==> src/rtl/mini_src_pkg.sv <==
// Shared definitions for the Mini SRC control path: opcodes, sequencer states,
// instruction classes and the bundle of datapath control strobes.
package mini_src_pkg;

    localparam logic [4:0] OPC_LD   = 5'b00000;
    localparam logic [4:0] OPC_LDI  = 5'b00001;
    localparam logic [4:0] OPC_ST   = 5'b00010;
    localparam logic [4:0] OPC_ADD  = 5'b00011;
    localparam logic [4:0] OPC_SHL  = 5'b01011;
    localparam logic [4:0] OPC_ADDI = 5'b01100;
    localparam logic [4:0] OPC_ORI  = 5'b01110;
    localparam logic [4:0] OPC_DIV  = 5'b01111;
    localparam logic [4:0] OPC_MUL  = 5'b10000;
    localparam logic [4:0] OPC_NEG  = 5'b10001;
    localparam logic [4:0] OPC_NOT  = 5'b10010;
    localparam logic [4:0] OPC_BR   = 5'b10011;
    localparam logic [4:0] OPC_JR   = 5'b10100;
    localparam logic [4:0] OPC_JAL  = 5'b10101;
    localparam logic [4:0] OPC_IN   = 5'b10110;
    localparam logic [4:0] OPC_OUT  = 5'b10111;
    localparam logic [4:0] OPC_MFHI = 5'b11000;
    localparam logic [4:0] OPC_MFLO = 5'b11001;
    localparam logic [4:0] OPC_NOP  = 5'b11010;
    localparam logic [4:0] OPC_HALT = 5'b11011;

    typedef enum logic [3:0] {
        T0, T1, T2, T3, T4, T5, T6, T7, T8, T9, HALT
    } state_t;

    typedef struct packed {
        logic rtype, imm, ldi, ld, st, muldiv, unary, br, single, halt, nop;
    } op_class_t;

    typedef struct packed {
        logic gra, grb, grc, rin, rout, baout;
        logic yin, hiin, hiout, loin, loout, zin, zhighout, zlowout;
        logic pcin, pcout, incpc, irin;
        logic marin, mdrin, mdrout, read, mem_read, mem_write;
        logic cout, inportout, outportin, conin;
    } ctrl_t;

endpackage

==> src/rtl/opcode_class_decode.sv <==
// Maps the 5-bit opcode onto a one-hot instruction class so the sequencer
// only has to branch on a handful of execution shapes.
module opcode_class_decode
    import mini_src_pkg::*;
#(
    parameter logic [4:0] HALT_OPC = OPC_HALT
) (
    input  logic [4:0] opcode,
    output op_class_t  op_class
);

    always_comb begin
        op_class = '0;
        if (opcode == HALT_OPC) begin
            op_class.halt = 1'b1;
        end else begin
            case (opcode) inside
                OPC_LD:                                     op_class.ld     = 1'b1;
                OPC_LDI:                                    op_class.ldi    = 1'b1;
                OPC_ST:                                     op_class.st     = 1'b1;
                [OPC_ADD:OPC_SHL]:                          op_class.rtype  = 1'b1;
                [OPC_ADDI:OPC_ORI]:                         op_class.imm    = 1'b1;
                OPC_MUL, OPC_DIV:                           op_class.muldiv = 1'b1;
                OPC_NEG, OPC_NOT:                           op_class.unary  = 1'b1;
                OPC_BR:                                     op_class.br     = 1'b1;
                OPC_JR, OPC_IN, OPC_OUT, OPC_MFHI, OPC_MFLO: op_class.single = 1'b1;
                // jal is reserved and behaves like nop, as do undefined opcodes
                default:                                    op_class.nop    = 1'b1;
            endcase
        end
    end

endmodule

==> src/rtl/control_unit.sv <==
// Hardwired Moore sequencer for the Mini SRC datapath: fetch T0-T3, then an
// opcode-dependent execute sequence, with outputs decoded from (state, ir).
module control_unit
    import mini_src_pkg::*;
#(
    parameter logic [4:0] HALT_OPC = 5'b11011,
    parameter logic [4:0] ADD_OPC  = 5'b00011
) (
    input  logic        clock,
    input  logic        clear,
    input  logic [31:0] ir,
    input  logic        con_ff,
    output logic        Gra, Grb, Grc, Rin, Rout, BAout,
    output logic        Yin, Hiin, Hiout, LOin, LOout, Zin, Zhighout, Zlowout,
    output logic        PCin, PCout, IncPC, IRin,
    output logic        MARin, MDRin, MDRout, Read,
    output logic        memRead, memWrite,
    output logic        Cout, InPortOut, OutPortIn, CONin,
    output logic [4:0]  alu_op,
    output logic        run
);

    state_t    state, next_state;
    op_class_t cls;
    ctrl_t     c, c_out;
    logic [4:0] opcode, alu;

    // Operand fields belong to the datapath; only the opcode steers sequencing.
    logic unused_ir_bits;
    assign unused_ir_bits = ^ir[26:0];

    assign opcode = ir[31:27];

    opcode_class_decode #(.HALT_OPC(HALT_OPC)) u_decode (
        .opcode   (opcode),
        .op_class (cls)
    );

    // NOTE: clear is synchronous, so it appears only inside the clocked branch.
    always_ff @(posedge clock) begin
        if (clear) state <= T0;
        else       state <= next_state;
    end

    // NOTE: every signal gets a default first so no path through the case infers a latch.
    always_comb begin
        next_state = T0;
        c          = '0;
        alu        = opcode;
        unique case (state)
            T0: begin c.pcout = 1'b1; c.marin = 1'b1; c.incpc = 1'b1; c.zin = 1'b1; next_state = T1; end
            T1: begin c.zlowout = 1'b1; c.pcin = 1'b1; c.mem_read = 1'b1; next_state = T2; end
            T2: begin c.mem_read = 1'b1; c.read = 1'b1; c.mdrin = 1'b1; next_state = T3; end
            T3: begin c.mdrout = 1'b1; c.irin = 1'b1; next_state = T4; end
            T4: begin
                next_state = T5;
                if (cls.rtype || cls.imm) begin
                    c.grb = 1'b1; c.rout = 1'b1; c.yin = 1'b1;
                end else if (cls.ldi || cls.ld || cls.st) begin
                    c.grb = 1'b1; c.baout = 1'b1; c.yin = 1'b1;
                end else if (cls.muldiv) begin
                    c.gra = 1'b1; c.rout = 1'b1; c.yin = 1'b1;
                end else if (cls.unary) begin
                    c.grb = 1'b1; c.rout = 1'b1; c.zin = 1'b1;
                end else if (cls.br) begin
                    c.gra = 1'b1; c.rout = 1'b1; c.conin = 1'b1;
                end else if (cls.halt) begin
                    next_state = HALT;
                end else begin
                    next_state = T0;
                    case (opcode)
                        OPC_JR:   begin c.gra = 1'b1; c.rout = 1'b1; c.pcin = 1'b1; end
                        OPC_IN:   begin c.inportout = 1'b1; c.gra = 1'b1; c.rin = 1'b1; end
                        OPC_OUT:  begin c.gra = 1'b1; c.rout = 1'b1; c.outportin = 1'b1; end
                        OPC_MFHI: begin c.hiout = 1'b1; c.gra = 1'b1; c.rin = 1'b1; end
                        OPC_MFLO: begin c.loout = 1'b1; c.gra = 1'b1; c.rin = 1'b1; end
                        default:  ;
                    endcase
                end
            end
            T5: begin
                next_state = T6;
                if (cls.rtype) begin
                    c.grc = 1'b1; c.rout = 1'b1; c.zin = 1'b1;
                end else if (cls.imm) begin
                    c.cout = 1'b1; c.zin = 1'b1;
                end else if (cls.ldi || cls.ld || cls.st) begin
                    c.cout = 1'b1; c.zin = 1'b1; alu = ADD_OPC;
                end else if (cls.muldiv) begin
                    c.grb = 1'b1; c.rout = 1'b1; c.zin = 1'b1;
                end else if (cls.unary) begin
                    c.zlowout = 1'b1; c.gra = 1'b1; c.rin = 1'b1; next_state = T0;
                end else if (cls.br) begin
                    c.pcout = 1'b1; c.yin = 1'b1;
                end else begin
                    next_state = T0;
                end
            end
            T6: begin
                next_state = T7;
                if (cls.ld || cls.st) begin
                    c.zlowout = 1'b1; c.marin = 1'b1;
                end else if (cls.muldiv) begin
                    c.zlowout = 1'b1; c.loin = 1'b1;
                end else if (cls.br) begin
                    c.cout = 1'b1; c.zin = 1'b1; alu = ADD_OPC;
                end else if (cls.rtype || cls.imm || cls.ldi) begin
                    c.zlowout = 1'b1; c.gra = 1'b1; c.rin = 1'b1; next_state = T0;
                end else begin
                    next_state = T0;
                end
            end
            T7: begin
                next_state = T0;
                if (cls.ld) begin
                    c.mem_read = 1'b1; next_state = T8;
                end else if (cls.st) begin
                    c.gra = 1'b1; c.rout = 1'b1; c.mdrin = 1'b1; next_state = T8;
                end else if (cls.muldiv) begin
                    c.zhighout = 1'b1; c.hiin = 1'b1;
                end else if (cls.br) begin
                    c.zlowout = 1'b1; c.pcin = con_ff;
                end
            end
            T8: begin
                next_state = T0;
                if (cls.ld) begin
                    c.mem_read = 1'b1; c.read = 1'b1; c.mdrin = 1'b1; next_state = T9;
                end else if (cls.st) begin
                    c.mem_write = 1'b1;
                end
            end
            T9: begin
                if (cls.ld) begin c.mdrout = 1'b1; c.gra = 1'b1; c.rin = 1'b1; end
            end
            HALT: begin next_state = HALT; alu = '0; end
            default: ;
        endcase
    end

    assign c_out  = clear ? '0 : c;
    assign alu_op = clear ? 5'd0 : alu;
    assign run    = clear | (state != HALT);

    assign Gra       = c_out.gra;
    assign Grb       = c_out.grb;
    assign Grc       = c_out.grc;
    assign Rin       = c_out.rin;
    assign Rout      = c_out.rout;
    assign BAout     = c_out.baout;
    assign Yin       = c_out.yin;
    assign Hiin      = c_out.hiin;
    assign Hiout     = c_out.hiout;
    assign LOin      = c_out.loin;
    assign LOout     = c_out.loout;
    assign Zin       = c_out.zin;
    assign Zhighout  = c_out.zhighout;
    assign Zlowout   = c_out.zlowout;
    assign PCin      = c_out.pcin;
    assign PCout     = c_out.pcout;
    assign IncPC     = c_out.incpc;
    assign IRin      = c_out.irin;
    assign MARin     = c_out.marin;
    assign MDRin     = c_out.mdrin;
    assign MDRout    = c_out.mdrout;
    assign Read      = c_out.read;
    assign memRead   = c_out.mem_read;
    assign memWrite  = c_out.mem_write;
    assign Cout      = c_out.cout;
    assign InPortOut = c_out.inportout;
    assign OutPortIn = c_out.outportin;
    assign CONin     = c_out.conin;

endmodule

==> config.mk <==
export PLATFORM = sky130hd
export DESIGN_NAME = control_unit
export DESIGN_NICKNAME = d
export VERILOG_FILES = /design/src/rtl/mini_src_pkg.sv /design/src/rtl/opcode_class_decode.sv /design/src/rtl/control_unit.sv
export SDC_FILE = /design/constraint.sdc
export NUM_CORES = 1
export LEC_CHECK = 0
export BUFFER_PORTS_ARGS = -buffer_cell sky130_fd_sc_hd__buf_4
export CAP_MARGIN = 20
export CORE_MARGIN = 2
export CORE_UTILIZATION = 35
export CTS_BUF_LIST = sky130_fd_sc_hd__clkbuf_4
export DETAILED_ROUTE_END_ITERATION = 7
export PLACE_DENSITY_LB_ADDON = 0.25
export SLEW_MARGIN = 20
export SYNTH_ARGS = -nofsm -noshare
export SYNTH_HDL_FRONTEND = slang
export SYNTH_SLANG_ARGS = --single-unit
==> constraint.sdc <==
create_clock -name clock -period 1.4 [get_ports clock]
set_clock_uncertainty 0.15 [all_clocks]
set_input_delay 0.07 -clock clock [delete_from_list [all_inputs] [get_ports clock]]
set_output_delay 0.07 -clock clock [all_outputs]
set_load 0.01 [all_outputs]
==> results.toml, run 1 <==
[power_and_ir_drop]
vdd_drop_max_mv = 0.1593
swShare_pct = 45.32
netSwitchingPower_mw = 0.4858
leakagePower_nw = 1.173
total_power_mw = 1.072
clock_power_share_pct = 14.7
pwr_density_cell_nw_per_um2 = 392.2
internal-power_mw = 0.5860
seqPwrFrac_pct = 13.4
pwr-share-comb_pct = 71.9

[critical_path]
cp.arrival_ns = 1.74
r2r_slack_ns = -0.40
crit_type = "reg -> out"
worstReg2RegEnd = "state[1]$_SDFF_PP0_"
r2r-start = "state[1]$_SDFF_PP0_"
worstPathRequired_ns = 1.18
cp-start-kind = "flip-flop"
cp_max_fo = 8
ff2ff_path_depth = 7
cp-end-kind = "output port"

[route]
final_antenna_net_count = 0
dr.pass1.iters = 8
routedWlPerCell_um = 19.68
num_vias = 2176
routed_wl_um = 7124
via_per_inst = 6.011
drt_iter0_drc = 252
route.detailed.drc = 1

[die]
die_w_um = 63.91
core_area_um2 = 3390
die_area_um2 = 4084
boundaryPins = 69
fp.dieH_um = 63.91
fp-row-count = 21
start_util_pct = 37.06

[clock_tree]
cts.hold.buffers_added = 0
cts_sinks = 4
cts_buffer_depth = 2
clk_pin_slew_worst_paths_ns = 0.05
clkLatencyLatePin_ns = 0.25
cts-root-buf = "clkbuf_4"
htreeDepth = 1
cts_tree = "built"
cts_made_buffers = 3

[sta]
fmax_mhz = 509.4
period_needed_ns = 1.963
tightest_slew_ns = 0.5302
rsz0062_at_grt = "true"
max_slew_margin_pct = 64.44
fin_tns_setup_ns = -14.92
setup_viol = 38
fin_ws_ns = -0.5631
fin_crit_sh_pct = 140.2
hold_violations = 0
maxSlewViolCount = 0

[layout]
reg_top3 = "state x4"
fin_util_pct = 80.62
largest_reg_flops = 4
n_antenna_cell = 0
multi_input_area_um2 = 1441
final_cells = 362
layout-drive-gt1-share_pct = 66.46
finalNetCount = 353
fillers = 212
seqCellArea_um2 = 95.09
design_area_um2 = 2733
syn2layout_area_growth_pct = 117.5
regMostFlops = "state"

[logic_synthesis]
synth_top_family_by_area = "simple AND/OR/NAND/NOR gates"
synth_edf_count = 0
synth_fp_nets = 238
synth.most_common_cell = "nand2_1"
synthMuxAreaShare_pct = 1.693
syn-mean-instance-area_um2 = 6.188
ys_warn_count = 0
async_reset_ff_share_pct = 0
synth_compound_gate_area_share_pct = 31.37
synth_flop_cell = "dfxtp_1"
synth_fa_ha_area_share_pct = 0.7968
synth_cell_type_count = 56
yosysTopAreaCell = "nand2_1"
synth_top_area_share_pct = 8.068
syn_area_um2 = 1256
synth_cells = 203
synth_area_leaders = "nand2_1 (8.1%), nor2_1 (7.8%), a21oi_1 (7.2%), dfxtp_1 (6.4%), nand3_1 (4.0%)"
synth_simple_gate_area_share_pct = 47.51
ys_seq_area_share_pct = 6.375
ys_ff_latch = 4
synthXorXnorAreaFrac_pct = 0.6972
synth_commonest_cells = "nand2_1 (27), nor2_1 (26), a21oi_1 (18), nand3_1 (10), o21ai_0 (10)"

[placement]
place_congestion = 0.9576
placed_area_um2 = 2131
dp_hpwl_um = 4371
io_buffer_count = 41
dp.cells = 342

[hold_path]
hold_class = "in -> reg"
hold_path_depth = 4
holdPathEnd = "state[0]$_SDFF_PP0_"
min_from = "ir[27]"

[global_routing]
antenna_found_initial = 0
track_usage_pct = 31.28
overflow = 0
grt_pass1_wl_um = 9956
grt_start_max_net_pins = 16
grt_pass1_vias = 1959

[run_status]
status = "finished with violations"
violations = "design-rule violations, negative setup slack"

[run]
drv_cap = 0
placed cells by master, fill, tap and decap left out, drive strengths merged, types with 4 or more instances in the layout:
| master | synthesis | final |
|---|---|---|
| o21ai | 11 | 11 |
| nor3 | 9 | 9 |
| nand2 | 28 | 28 |
| nand3 | 11 | 11 |
| a211oi | 4 | 4 |
| dfxtp | 4 | 4 |
| nand4 | 6 | 6 |
| a21oi | 18 | 18 |
| and2b | 5 | 5 |
| buf | 14 | 129 |
| a31oi | 6 | 6 |
| nor2 | 26 | 26 |
| o31ai | 4 | 4 |
| inv | 6 | 4 |
| and2 | 4 | 4 |
power groups by stage:
stage	sequential, mW	combinational (mW)	clock (mW)
global placement	0.139	0.557	0
detailed placement	0.139	0.557	0
CTS	0.138	0.622	0.149
finish	0.143	0.771	0.158
global route	0.143	0.809	0.171
floorplan	0.130	0.306	0
final cells by class:
type | count | area share, %
Clock buffer | 3 | 0.8242
Inverter | 6 | 1.145
Multi-Input combinational cell | 174 | 52.75
Sequential cell | 4 | 3.480
Tap cell | 46 | 2.106
Timing Repair Buffer | 129 | 39.70
worst max path at each step:
| stage | start | endpoint | slack [ns] | cells after the start |
|---|---|---|---|---|
| floorplan | state[3]$_SDFF_PP0_ | Rin | -0.20 | 6 |
| global placement | state[2]$_SDFF_PP0_ | Rin | -0.37 | 6 |
| detailed placement | state[2]$_SDFF_PP0_ | Rin | -0.43 | 6 |
| CTS | state[1]$_SDFF_PP0_ | Rin | -0.50 | 6 |
| global route | state[3]$_SDFF_PP0_ | Zin | -0.63 | 6 |
| finish | state[3]$_SDFF_PP0_ | Zin | -0.56 | 6 |
metal layers:
layer	share of wire, %	vias to the layer above	global-route usage, %
li1	-	972	-
met1	39	1002	40.62
met2	47	156	50.91
met3	7.7	46	3.345
met4	6.5	0	15.76
met5	0	-	0
per-stage QoR:
step           hold WS, ns  worst slack [ns]
2_1_floorplan       0.1696           -0.1970
3_3_place_gp        0.4343           -0.3728
3_5_place_dp        0.4352           -0.4323
4_1_cts             0.2092           -0.4988
5_1_grt             0.3048           -0.6261
6_report            0.3188           -0.5631
timing repair:
item | 4_1_cts | 5_1_grt
pin swaps | 26 | 16
endpoints found under the setup margin | 38 | 38
setup buffers | 6 | 11
gates resized for setup | 59 | 50
worst max-delay path: stages (launching register included):
cell	delay, ns
dfxtp_4	0.37
nand2b_4	0.19
nor2_4	0.14
nand3_2	0.09
a2111o_1	0.40
a31oi_2	0.16
buf_4	0.14
cells by family (layout without fill, tap and decap cells):
logic type | Yosys count | count (layout)
flip-flops | 4 | 4
XOR/XNOR | 1 | 1
buffers and inverters | 25 | 138
adder cells (fa/ha/maj) | 1 | 1
AND/OR/NAND/NOR | 110 | 110
multiplexers | 2 | 2
AO/OA/AOI/OAI | 60 | 60
No activity file was read; power rests on OpenSTA's default activity.
==> run 2, diff against run 1 <==
--- a/config.mk
+++ b/config.mk
@@ -7,8 +7,10 @@
 export LEC_CHECK = 0
 export BUFFER_PORTS_ARGS = -buffer_cell sky130_fd_sc_hd__buf_4
 export CAP_MARGIN = 20
-export CORE_MARGIN = 2
-export CORE_UTILIZATION = 35
+export CELL_PAD_IN_SITES_DETAIL_PLACEMENT = 1
+export CELL_PAD_IN_SITES_GLOBAL_PLACEMENT = 2
+export CORE_MARGIN = 8
+export CORE_UTILIZATION = 20
 export CTS_BUF_LIST = sky130_fd_sc_hd__clkbuf_4
 export DETAILED_ROUTE_END_ITERATION = 7
 export PLACE_DENSITY_LB_ADDON = 0.25
==> results.toml, run 2 (same netlist as run 1, synthesis figures left out) <==
[run_status]
status = "finished with violations"
violations = "negative setup slack"

[sta]
maxSlewViolCount = 0
max_slew_margin_pct = 71.83
period_needed_ns = 1.948
hold_slack_ns = 0.3514
fin_ws_ns = -0.5477
fmax_mhz = 513.4
setup_viol = 38
rsz0062_at_grt = "true"
tightest_slew_ns = 0.4226
hold_violations = 0
fin_crit_sh_pct = 139.1
fin_tns_setup_ns = -13.79

[placement]
io_buffer_count = 41
dp_hpwl_um = 5636
place_ws_ns = -0.4757
place_congestion = 0.8403

[critical_path]
cpPeakStageDelay_ns = 0.42
worstPathRequired_ns = 1.18
critPathSlowestCell = "dfxtp_4"
crit_type = "reg -> out"
cp-start-kind = "flip-flop"
path_cells = "and2b_2 -> nand2_2 -> o31ai_4 -> nor2_2 -> a2111oi_4 -> buf_4"
cp_max_fo = 10
cp.arrival_ns = 1.73
cp-end-kind = "output port"

[route]
drt_iter0_drc = 59
route.detailed.drc = 0
routed_wl_um = 7491
num_vias = 1993
via_per_inst = 5.097
final_antenna_net_count = 0
dr.pass1.iters = 4
routedWlPerCell_um = 19.16

[run]
drv_cap = 0

[clock_tree]
cts_tree = "built"
cts_buffer_depth = 2
cts-root-buf = "clkbuf_4"
cts.hold.buffers_added = 0
cts_made_buffers = 3
clkLatencyLatePin_ns = 0.25
clk_pin_slew_worst_paths_ns = 0.04
htreeDepth = 1
cts_sinks = 4

[layout]
syn2layout_area_growth_pct = 113.6
layout-drive-gt1-share_pct = 66.24
largest_reg_flops = 4
finalNetCount = 351
reg_top3 = "state x4"
n_antenna_cell = 0
layout_commonest_cell = "buf_4"
final_cell_mix = "buf_4 (108), nand2_1 (21), buf_6 (19)"
fin_util_pct = 43.25
regMostFlops = "state"

[die]
die_w_um = 95.25
fp-row-count = 29
core_area_um2 = 6205
start_util_pct = 20.25
fp.dieH_um = 95.25
die_area_um2 = 9073
boundaryPins = 69

[hold_path]
hold_class = "in -> reg"

[global_routing]
grt_start_max_net_pins = 25
grt_pass1_vias = 2183
overflow = 0
track_usage_pct = 16.45
antenna_found_initial = 0
grt_pass1_wl_um = 11560

[power_and_ir_drop]
leakagePower_nw = 1.130
pwr_density_cell_nw_per_um2 = 394.9
vdd_drop_max_mv = 0.3035
-- run 2: per-layer routing --
metal | routed length (µm) | vias to the layer above | part of all wire [%] | track usage (%)
met2 | 3557 | 60 | 47 | 28.14
met5 | 0 | - | 0 | 0
met1 | 3408 | 955 | 45 | 20.66
met3 | 312 | 14 | 4.2 | 2.205
li1 | - | 964 | - | -
met4 | 212 | 0 | 2.8 | 5.462
-- run 2: timing repair --
action                                  CTS  global route
setup buffers                            10             2
endpoints found under the setup margin   38            38
pin swaps                                18             4
resized for setup                        82            14
cloned                                    0             0
-- run 2: layout make-up --
class | count | area, µm²
Inverter | 6 | 31.28
Timing Repair Buffer | 127 | 1025
Multi-Input combinational cell | 174 | 1414
Clock buffer | 3 | 22.52
Sequential cell | 4 | 95.09
Tap cell | 77 | 96.34
Fill cell | 773 | 3521
-- run 2: report_power, final --
group | leakage, nW | switching [mW] | internal [mW] | total (mW)
Clock | 0.0138 | 0.0630 | 0.0969 | 0.160
Sequential | 0.0356 | 0.0196 | 0.121 | 0.140
Combinational | 1.08 | 0.388 | 0.371 | 0.760
Total | 1.13 | 0.471 | 0.589 | 1.06
-- run 2: worst paths after layout --
check                       from  depth (start not counted)  slack [ns]                   to
max reg2reg  state[2]$_SDFF_PP0_                          6       -0.27  state[1]$_SDFF_PP0_
max          state[2]$_SDFF_PP0_                          6       -0.55                  Rin
min                       ir[30]                          5        0.35  state[0]$_SDFF_PP0_
min reg2reg  state[3]$_SDFF_PP0_                          4        0.68  state[0]$_SDFF_PP0_
-- run 2: worst max-delay path, delay by kind of cell, from the launching register on --
kind                   cells  cell delay (ns)
buffers and inverters      1             0.17
AO/OA/AOI/OAI              2             0.48
AND/OR/NAND/NOR            3             0.40
flip-flops                 1             0.42
-- run 2: through the flow --
stage / area (µm²) / power, mW / instances
6_report: 2684 / 1.060 / 391
5_1_grt: 2684 / 1.128 / 391
3_3_place_gp: 2207 / 0.7337 / 378
2_1_floorplan: 1371 / 0.4358 / 203
4_1_cts: 2613 / 1.027 / 390
3_5_place_dp: 2207 / 0.7402 / 378
==> run 3, diff against run 2 <==
--- a/config.mk
+++ b/config.mk
@@ -14,6 +14,7 @@
 export CTS_BUF_LIST = sky130_fd_sc_hd__clkbuf_4
 export DETAILED_ROUTE_END_ITERATION = 7
 export PLACE_DENSITY_LB_ADDON = 0.25
+export SKIP_CTS_REPAIR_TIMING = 1
 export SLEW_MARGIN = 20
 export SYNTH_ARGS = -nofsm -noshare
 export SYNTH_HDL_FRONTEND = slang
==> results.toml, run 3 (same netlist as run 1, synthesis figures left out) <==
[route]
num_vias = 2075
route.detailed.drc = 0
dr.pass1.iters = 4
via_per_inst = 5.162
routedWlPerCell_um = 20.30
final_antenna_net_count = 0
drt_iter0_drc = 81
routed_wl_um = 8160

[clock_tree]
cts_buffer_depth = 2
clk_pin_slew_worst_paths_ns = 0.04
cts-root-buf = "clkbuf_4"
cts_sinks = 4
cts_tree = "built"
cts_made_buffers = 3
htreeDepth = 1
clkLatencyLatePin_ns = 0.25

[placement]
dp_hpwl_um = 5636
io_buffer_count = 41
dp.cells = 378
place_congestion = 0.8403
place_ws_ns = -0.4757
placed_area_um2 = 2207

[critical_path]
r2r_slack_ns = -0.34
worstReg2RegEnd = "state[1]$_SDFF_PP0_"
cp.arrival_ns = 1.82
cp-end-kind = "output port"
cp_max_fo = 6
crit_type = "reg -> out"
cp-start-kind = "flip-flop"
worstPathRequired_ns = 1.18
ff2ff_path_depth = 7
r2r-start = "state[3]$_SDFF_PP0_"

[layout]
final_cell_mix = "buf_4 (93), buf_6 (44), nand2_1 (18)"
layout-drive-gt1-share_pct = 69.23
finalNetCount = 362
syn2layout_area_growth_pct = 132.9
n_antenna_cell = 0
fillers = 740
layout_commonest_cell = "buf_4"
largest_reg_flops = 4
design_area_um2 = 2925
regMostFlops = "state"
final_cells = 402
reg_top3 = "state x4"

[hold_path]
holdPathEnd = "state[0]$_SDFF_PP0_"
min_from = "ir[30]"
hold_path_depth = 5
hold_class = "in -> reg"

[sta]
maxSlewViolCount = 0
fmax_mhz = 490.1
hold_violations = 0
tightest_slew_ns = 0.4607
fin_crit_sh_pct = 145.7
fin_ws_ns = -0.6402
period_needed_ns = 2.040
max_slew_margin_pct = 69.29
rsz0062_at_grt = "true"
setup_viol = 38

[global_routing]
grt_pass1_vias = 2020
track_usage_pct = 15.02
overflow = 0
grt_pass1_wl_um = 10640
grt_start_max_net_pins = 25
antenna_found_initial = 0

[run_status]
violations = "negative setup slack"
status = "finished with violations"

[power_and_ir_drop]
total_power_mw = 1.129
pwr_density_cell_nw_per_um2 = 386.0
leakagePower_nw = 1.259
vdd_drop_max_mv = 0.2393

[die]
start_util_pct = 20.25
fp.dieH_um = 95.25
fp-row-count = 29
core_area_um2 = 6205
die_w_um = 95.25
die_area_um2 = 9073
boundaryPins = 69

[run]
drv_cap = 0
==> run 3: cell count changes in the layout (fill, tap and decap cells not counted), moves of 3 or more <==
| cell | previous run | this run |
|---|---|---|
| buf_4 | 108 | 93 |
| buf_6 | 19 | 44 |
| nand2_1 | 21 | 18 |
| nand2_4 | 4 | 7 |
| nor2_1 | 15 | 10 |
| nor2_4 | 3 | 8 |
| nor3_2 | 6 | 2 |
| nor3_4 | 3 | 7 |
==> run 3: worst max-delay path by stage <==
stage / slack, ns / start / endpoint / depth (start not counted)
2_1_floorplan: -0.20 / state[3]$_SDFF_PP0_ / Rin / 6
3_3_place_gp: -0.43 / state[2]$_SDFF_PP0_ / Rin / 6
3_5_place_dp: -0.48 / state[2]$_SDFF_PP0_ / Rin / 6
4_1_cts: -0.76 / state[2]$_SDFF_PP0_ / Rin / 6
5_1_grt: -0.75 / state[3]$_SDFF_PP0_ / Rin / 6
6_report: -0.64 / state[3]$_SDFF_PP0_ / Rin / 6
==> run 3: cell type report <==
| class | instances | area [µm²] | share of cell area (%) |
|---|---|---|---|
| Multi-Input combinational cell | 174 | 1471 | 50.30 |
| Inverter | 6 | 31.28 | 1.069 |
| Clock buffer | 3 | 22.52 | 0.7699 |
| Tap cell | 77 | 96.34 | 3.293 |
| Timing Repair Buffer | 138 | 1209 | 41.32 |
| Sequential cell | 4 | 95.09 | 3.251 |
==> run 3: metal layers <==
metal	global-route usage, %	wire length, µm
met3	1.811	302
met4	3.641	229
met1	19.70	3623
met5	0	0
met2	25.37	4005
==> run 3: critical path, cell delays in order (launching register included) <==
cell,delay [ns]
dfxtp_4,0.38
nor4b_1,0.29
o2111ai_1,0.20
o31ai_2,0.14
nor2_2,0.10
a2111oi_4,0.28
buf_4,0.17
==> run 3: report_power, final <==
part | leakage, nW | switching (mW) | internal (mW)
registers | 0.0356 | 0.0169 | 0.121
clock network | 0.0138 | 0.0630 | 0.0969
logic | 1.21 | 0.425 | 0.407
==> run 3: per-stage QoR <==
step                hold WS (ns)  setup TNS, ns  utilization [%]
finish                    0.3141         -15.16            47.15
global placement          0.4424         -10.66            35.57
detailed placement        0.4409         -11.05            35.57
CTS                       0.3323         -20.59            35.93
floorplan                 0.1696        -0.6501                -
global route              0.3583         -17.66            47.15
